### config.mk
export PLATFORM = sky130hd
export DESIGN_NAME = regfile_fwd
export DESIGN_NICKNAME = d
export VERILOG_FILES = /design/src/rtl/regfile_fwd_pkg.sv /design/src/rtl/regfile_read_mux.sv /design/src/rtl/regfile_fwd.sv
export SDC_FILE = /design/constraint.sdc
export NUM_CORES = 2
export LEC_CHECK = 0
export BUFFER_PORTS_ARGS = -buffer_cell sky130_fd_sc_hd__buf_2
export CORE_AREA = 5 5 330 461
export CTS_CLUSTER_DIAMETER = 200
export DETAILED_ROUTE_END_ITERATION = 16
export DIE_AREA = 0 0 335 466
export SLEW_MARGIN = 20
export SYNTH_ARGS = -nofsm -noshare
export SYNTH_HDL_FRONTEND = slang
export SYNTH_HIERARCHICAL = 1
export SYNTH_SLANG_ARGS = --single-unit
### constraint.sdc
create_clock -name clk -period 3.24 [get_ports clk]
set_clock_uncertainty 0.15 [all_clocks]
set_input_delay 0.486 -clock clk [delete_from_list [all_inputs] [get_ports clk]]
set_output_delay 0.486 -clock clk [all_outputs]
set_load 0.02 [all_outputs]
### src/rtl/regfile_fwd_pkg.sv
// Shared constants and types for the forwarding register file.
// Defaults for widths, the hard-wired zero index and asserted enable levels.
package regfile_fwd_pkg;

    localparam int   DATA_W_DEF = 32;
    localparam int   ADDR_W_DEF = 5;
    localparam int   REG_ZERO   = 0;
    localparam logic RE_ON      = 1'b1;
    localparam logic WE_ON      = 1'b1;

    typedef enum logic [1:0] {
        SRC_ZERO = 2'd0,
        SRC_EX   = 2'd1,
        SRC_WB   = 2'd2,
        SRC_ARR  = 2'd3
    } rd_src_e;

endpackage

### src/rtl/regfile_read_mux.sv
// One read port: picks zero, EX forward, WB write-through or array data.
// Purely combinational, zero latency, never stalls.
module regfile_read_mux
    import regfile_fwd_pkg::*;
#(
    parameter int DATA_W = DATA_W_DEF,
    parameter int ADDR_W = ADDR_W_DEF,
    parameter bit FWD_EX = 1'b1
) (
    input  logic              rst,
    input  logic              re_i,
    input  logic [ADDR_W-1:0] raddr_i,
    input  logic [DATA_W-1:0] arr_dat_i,
    input  logic              ex_we_i,
    input  logic [ADDR_W-1:0] ex_waddr_i,
    input  logic [DATA_W-1:0] ex_wdata_i,
    input  logic              we_i,
    input  logic [ADDR_W-1:0] waddr_i,
    input  logic [DATA_W-1:0] wdata_i,
    output logic [DATA_W-1:0] rdata_o
);

    rd_src_e src;

    // EX is the younger instruction, so it outranks a same-cycle WB hit.
    always_comb begin
        src = SRC_ARR;
        if (!rst || re_i != RE_ON || raddr_i == ADDR_W'(REG_ZERO)) begin
            src = SRC_ZERO;
        end else if (FWD_EX && ex_we_i == WE_ON && ex_waddr_i == raddr_i) begin
            src = SRC_EX;
        end else if (we_i == WE_ON && waddr_i == raddr_i) begin
            src = SRC_WB;
        end
    end

    always_comb begin
        rdata_o = '0;
        case (src)
            SRC_EX:  rdata_o = ex_wdata_i;
            SRC_WB:  rdata_o = wdata_i;
            SRC_ARR: rdata_o = arr_dat_i;
            default: rdata_o = '0;
        endcase
    end

endmodule

### src/rtl/regfile_fwd.sv
// 32x32 register file with EX forwarding and WB write-through on two read ports.
// Reads are combinational (zero latency); writes land on the clock edge; no backpressure.
module regfile_fwd
    import regfile_fwd_pkg::*;
#(
    parameter int DATA_W = DATA_W_DEF,
    parameter int ADDR_W = ADDR_W_DEF,
    parameter bit FWD_EX = 1'b1
) (
    input  logic              clk,
    input  logic              rst,
    input  logic              we_i,
    input  logic [ADDR_W-1:0] waddr_i,
    input  logic [DATA_W-1:0] wdata_i,
    input  logic              ex_we_i,
    input  logic [ADDR_W-1:0] ex_waddr_i,
    input  logic [DATA_W-1:0] ex_wdata_i,
    input  logic              re1_i,
    input  logic [ADDR_W-1:0] raddr1_i,
    output logic [DATA_W-1:0] rdata1_o,
    input  logic              re2_i,
    input  logic [ADDR_W-1:0] raddr2_i,
    output logic [DATA_W-1:0] rdata2_o
);

    localparam int DEPTH = 2 ** ADDR_W;

    logic [DATA_W-1:0] mem_q [DEPTH];
    logic [DATA_W-1:0] mem_d [DEPTH];

    // Only the WB port updates state; EX is forwarding-only.
    always_comb begin
        mem_d = mem_q;
        if (we_i == WE_ON && waddr_i != ADDR_W'(REG_ZERO)) begin
            mem_d[waddr_i] = wdata_i;
        end
    end

    always_ff @(posedge clk or negedge rst) begin
        if (!rst) begin
            for (int i = 0; i < DEPTH; i++) begin
                mem_q[i] <= '0;
            end
        end else begin
            mem_q <= mem_d;
        end
    end

    regfile_read_mux #(
        .DATA_W (DATA_W),
        .ADDR_W (ADDR_W),
        .FWD_EX (FWD_EX)
    ) u_rd1 (
        .rst        (rst),
        .re_i       (re1_i),
        .raddr_i    (raddr1_i),
        .arr_dat_i  (mem_q[raddr1_i]),
        .ex_we_i    (ex_we_i),
        .ex_waddr_i (ex_waddr_i),
        .ex_wdata_i (ex_wdata_i),
        .we_i       (we_i),
        .waddr_i    (waddr_i),
        .wdata_i    (wdata_i),
        .rdata_o    (rdata1_o)
    );

    regfile_read_mux #(
        .DATA_W (DATA_W),
        .ADDR_W (ADDR_W),
        .FWD_EX (FWD_EX)
    ) u_rd2 (
        .rst        (rst),
        .re_i       (re2_i),
        .raddr_i    (raddr2_i),
        .arr_dat_i  (mem_q[raddr2_i]),
        .ex_we_i    (ex_we_i),
        .ex_waddr_i (ex_waddr_i),
        .ex_wdata_i (ex_wdata_i),
        .we_i       (we_i),
        .waddr_i    (waddr_i),
        .wdata_i    (wdata_i),
        .rdata_o    (rdata2_o)
    );

endmodule

==> run_results.csv <==
group,metric,value,unit
finish,regMostFlops,"mem_q",
global_routing,grt_usage,25.7,%
synth,yosys.area_share.simple,5.58,%
finish,area.growth.synth_to_final,16.6,%
die,io-pin-count,154,
synth,syn_area_per_cell,11.8,sq um
critical_path,reg2reg_slack,2.28,ns
status,violations,"negative setup slack",
pwr,report.power.total,37500,uW
timing,max_freq,308,MHz
cts,clkTransAtPathRegs,0.06,ns
route,wl_per_cell,29.1,microns
synth,synth_xor_area_share,0.299,%
timing,tightest_slew,0.757,ns
synth,synth_top_cell_area_share,43.8,%
route,drt_first_pass_iters,8,
timing,rsz0062_at_grt,"true",
min_path,hold_start,"wdata_i[17]",
finish,layout-drive-gt1-share,36.9,%
synth,synth_area,58500,sq um
route,drtIter0Drc,4091,
finish,final_nets,5207,
critical_path,rr_worst_depth,1,
timing,finalHoldWorstSlack,0.0636,ns
timing,finalSetupViolCount,1,
die,die_w,335,microns
die,initial_utilization,39.7,%
cts,clkLatencyLatePin,0.72,ns
global_routing,grt_max_degree,120,
global_routing,grt_pass1_wl,303,mm
synth,yosysUniqueCellTypes,38,
critical_path,cp-start-kind,"input port",
critical_path,arrival,2.61,ns
cts,cts_tree,"done",
cts,cts-buffers-inserted,99,
critical_path,required,2.60,ns
timing,timing.final.ws_setup,-0.00442,ns
finish,instances_no_fill,7145,
cts,clkSinkCount,1024,
timing,period_share,100,%
die,core-area,148000,sq um
timing,slew_headroom,49.5,%
placement,placedCellCount,6949,
critical_path,critPathTopFamily,"buffers and inverters",
cts,cts-root-buf,"clkbuf_16",
timing,min_period,3.24,ns
critical_path,slowest_delay,0.26,ns
critical_path,crit_type,"input port to output port",
synth,synth_top_family_by_area,"multiplexers",
pwr,peakVddDrop,0.000459,V
synth,yosysSeqAreaShare,43.8,%
route,vias,43955,
cts,htree_levels,3,
pwr,power.density,550,nW/um^2
synth,synth_compound_area_share,8.90,%
placement,place_area,64100,sq um
synth,synth_area_leaders,"dfrtp_1 (44%), mux2_2 (18%), mux2i_1 (18%)",
critical_path,crit_buf_inv,4,
cts,cts_buffer_depth,3,
placement,place_congestion,0.874,
synth,synthFlopType,"dfrtp_1",
synth,synth_nets,5043,
placement,dp.final_hpwl,132,mm
timing,hold_viol_final,0,
synth,synth.area.mux_share,36.6,%
critical_path,crit_chain,"clkbuf_4 -> nor2_4 -> buf_12 -> buf_12 -> a22o_1 -> nor3_4 -> a31oi_1 -> nand3_2 -> o21ai_0 -> a311oi_2 -> buf_4",
timing,final-max-slew-violation-count,0,
global_routing,grt_pass1_vias,44893,
critical_path,end_kind,"output port",
critical_path,slowest_stage,"nor2_4",
pwr,p_leak,0.0315,uW
synth,yosysWarningCount,6,
finish,final_cell_area,68200,sq um
route,drcViolationCount,0,
synth,syn_inst,4953,
critical_path,r2r-start,"mem_q[610]",
synth,synth_top_cell_by_area,"dfrtp_1",
finish,largest_reg_flops,1024,
min_path,holdPathStages,2,
route,viasPerCell,6.15,
critical_path,crit_fanout,22,
route,drt_wl_total,208,mm
synth,synth_edf_count,0,
min_path,min_path_type,"input port to register",
finish,fillCellCount,13364,
synth,synth_common_cells,"dfrtp_1 (1,024), mux2i_1 (1,024), mux2_2 (953)",
synth,postSynth.asyncResetShare,100,%
die,die_area,156000,sq um
die,die_height,466,microns
synth,ys_ff_latch,1024,
die,core.rowCount,167,
global_routing,antenna_found_initial,13,
job,drv_cap,0,
min_path,min_to,"mem_q[113]",
route,antenna_left,0,
placement,io_buffers,153,
critical_path,path_common_cell,"buf_12",
synth,yosys.area_share.adder,0,%
critical_path,reg2reg_to,"mem_q[610]",
timing,finalSetupTns,-0.00442,ns
global_routing,gr-total-overflow,0,
status,status,"finished with violations",
finish,largestRegisters,"mem_q x1024",
-- how the worst max path moves through the flow --
| stage | to | start | slack, ns | cells after the start |
|---|---|---|---|---|
| floorplan | rdata1_o[28] | raddr1_i[1] | 0.34 | 10 |
| finish | rdata1_o[17] | raddr1_i[0] | -0.004 | 11 |
| global placement | rdata1_o[17] | raddr1_i[1] | -0.28 | 11 |
| detailed placement | rdata1_o[17] | raddr1_i[1] | -0.30 | 11 |
| global route | rdata1_o[29] | raddr1_i[1] | -0.06 | 11 |
| CTS | rdata2_o[18] | mem_q[178] | 0.0003 | 8 |
-- cells by family after synthesis --
logic type	Yosys count
AOI/OAI and AO/OA	706
buffers and inverters	533
xor gates and xnor gates	20
and+or+nand+nor	654
DFF	1024
muxes	2016
-- what timing repair did --
action                     in CTS  in global routing
setup buffers                   1                  3
setup endpoints to repair      31                 55
pin swaps                       1                 40
resized for setup              49                111
hold buffers                    1                  0
gates cloned                    1                  4
hold endpoints to repair       27                  0
-- stage by stage --
step,utilization (%),worst slack (ns)
2_1_floorplan,-,0.344
3_3_place_gp,43.4,-0.282
3_5_place_dp,43.4,-0.302
4_1_cts,45.9,0.000284
5_1_grt,46.2,-0.0636
6_report,46.3,-0.00442
-- cell usage in the layout (no fill, tap or decap), drive strengths merged, types with 5 or more instances in the layout --
cell type  instances
xnor2             20
nand2            214
clkbuf           134
clkinvlp           9
nand4             68
bufinv             9
nor3             129
nand3            194
clkinv            32
a31oi             64
a22oi            192
mux2i           1024
buf              587
a21oi            192
a22o             128
or2                5
o21ai             64
nor2              19
a311oi            64
mux2             992
dfrtp           1024
inv                5
-- power by group --
group | switching [uW] | internal [uW] | leakage [uW]
logic | 4050 | 4250 | 0.0167
clock network | 5330 | 6810 | 0.00166
registers | 1840 | 15200 | 0.0131
-- routing by layer --
| layer | up-vias | GRT usage (%) | share of wire (%) |
|---|---|---|---|
| li1 | 18765 | - | - |
| met1 | 22841 | 33.1 | 40 |
| met2 | 1838 | 42.1 | 47 |
| met3 | 501 | 4.98 | 7.7 |
| met4 | 10 | 11.8 | 4.9 |
| met5 | - | 0 | 0.047 |
-- cell type report --
class / count / area, sq um / area share, %
diodes: 4 / 10.0 / 0.0147
clock buffers: 127 / 2780 / 4.08
clock inverters: 55 / 571 / 0.836
multi-input cells: 3396 / 30600 / 44.9
flip-flops and latches: 1024 / 25600 / 37.6
well taps: 1943 / 2430 / 3.56
repair buffers: 596 / 6200 / 9.09
Note: power is estimated with default switching activity, not from simulation.
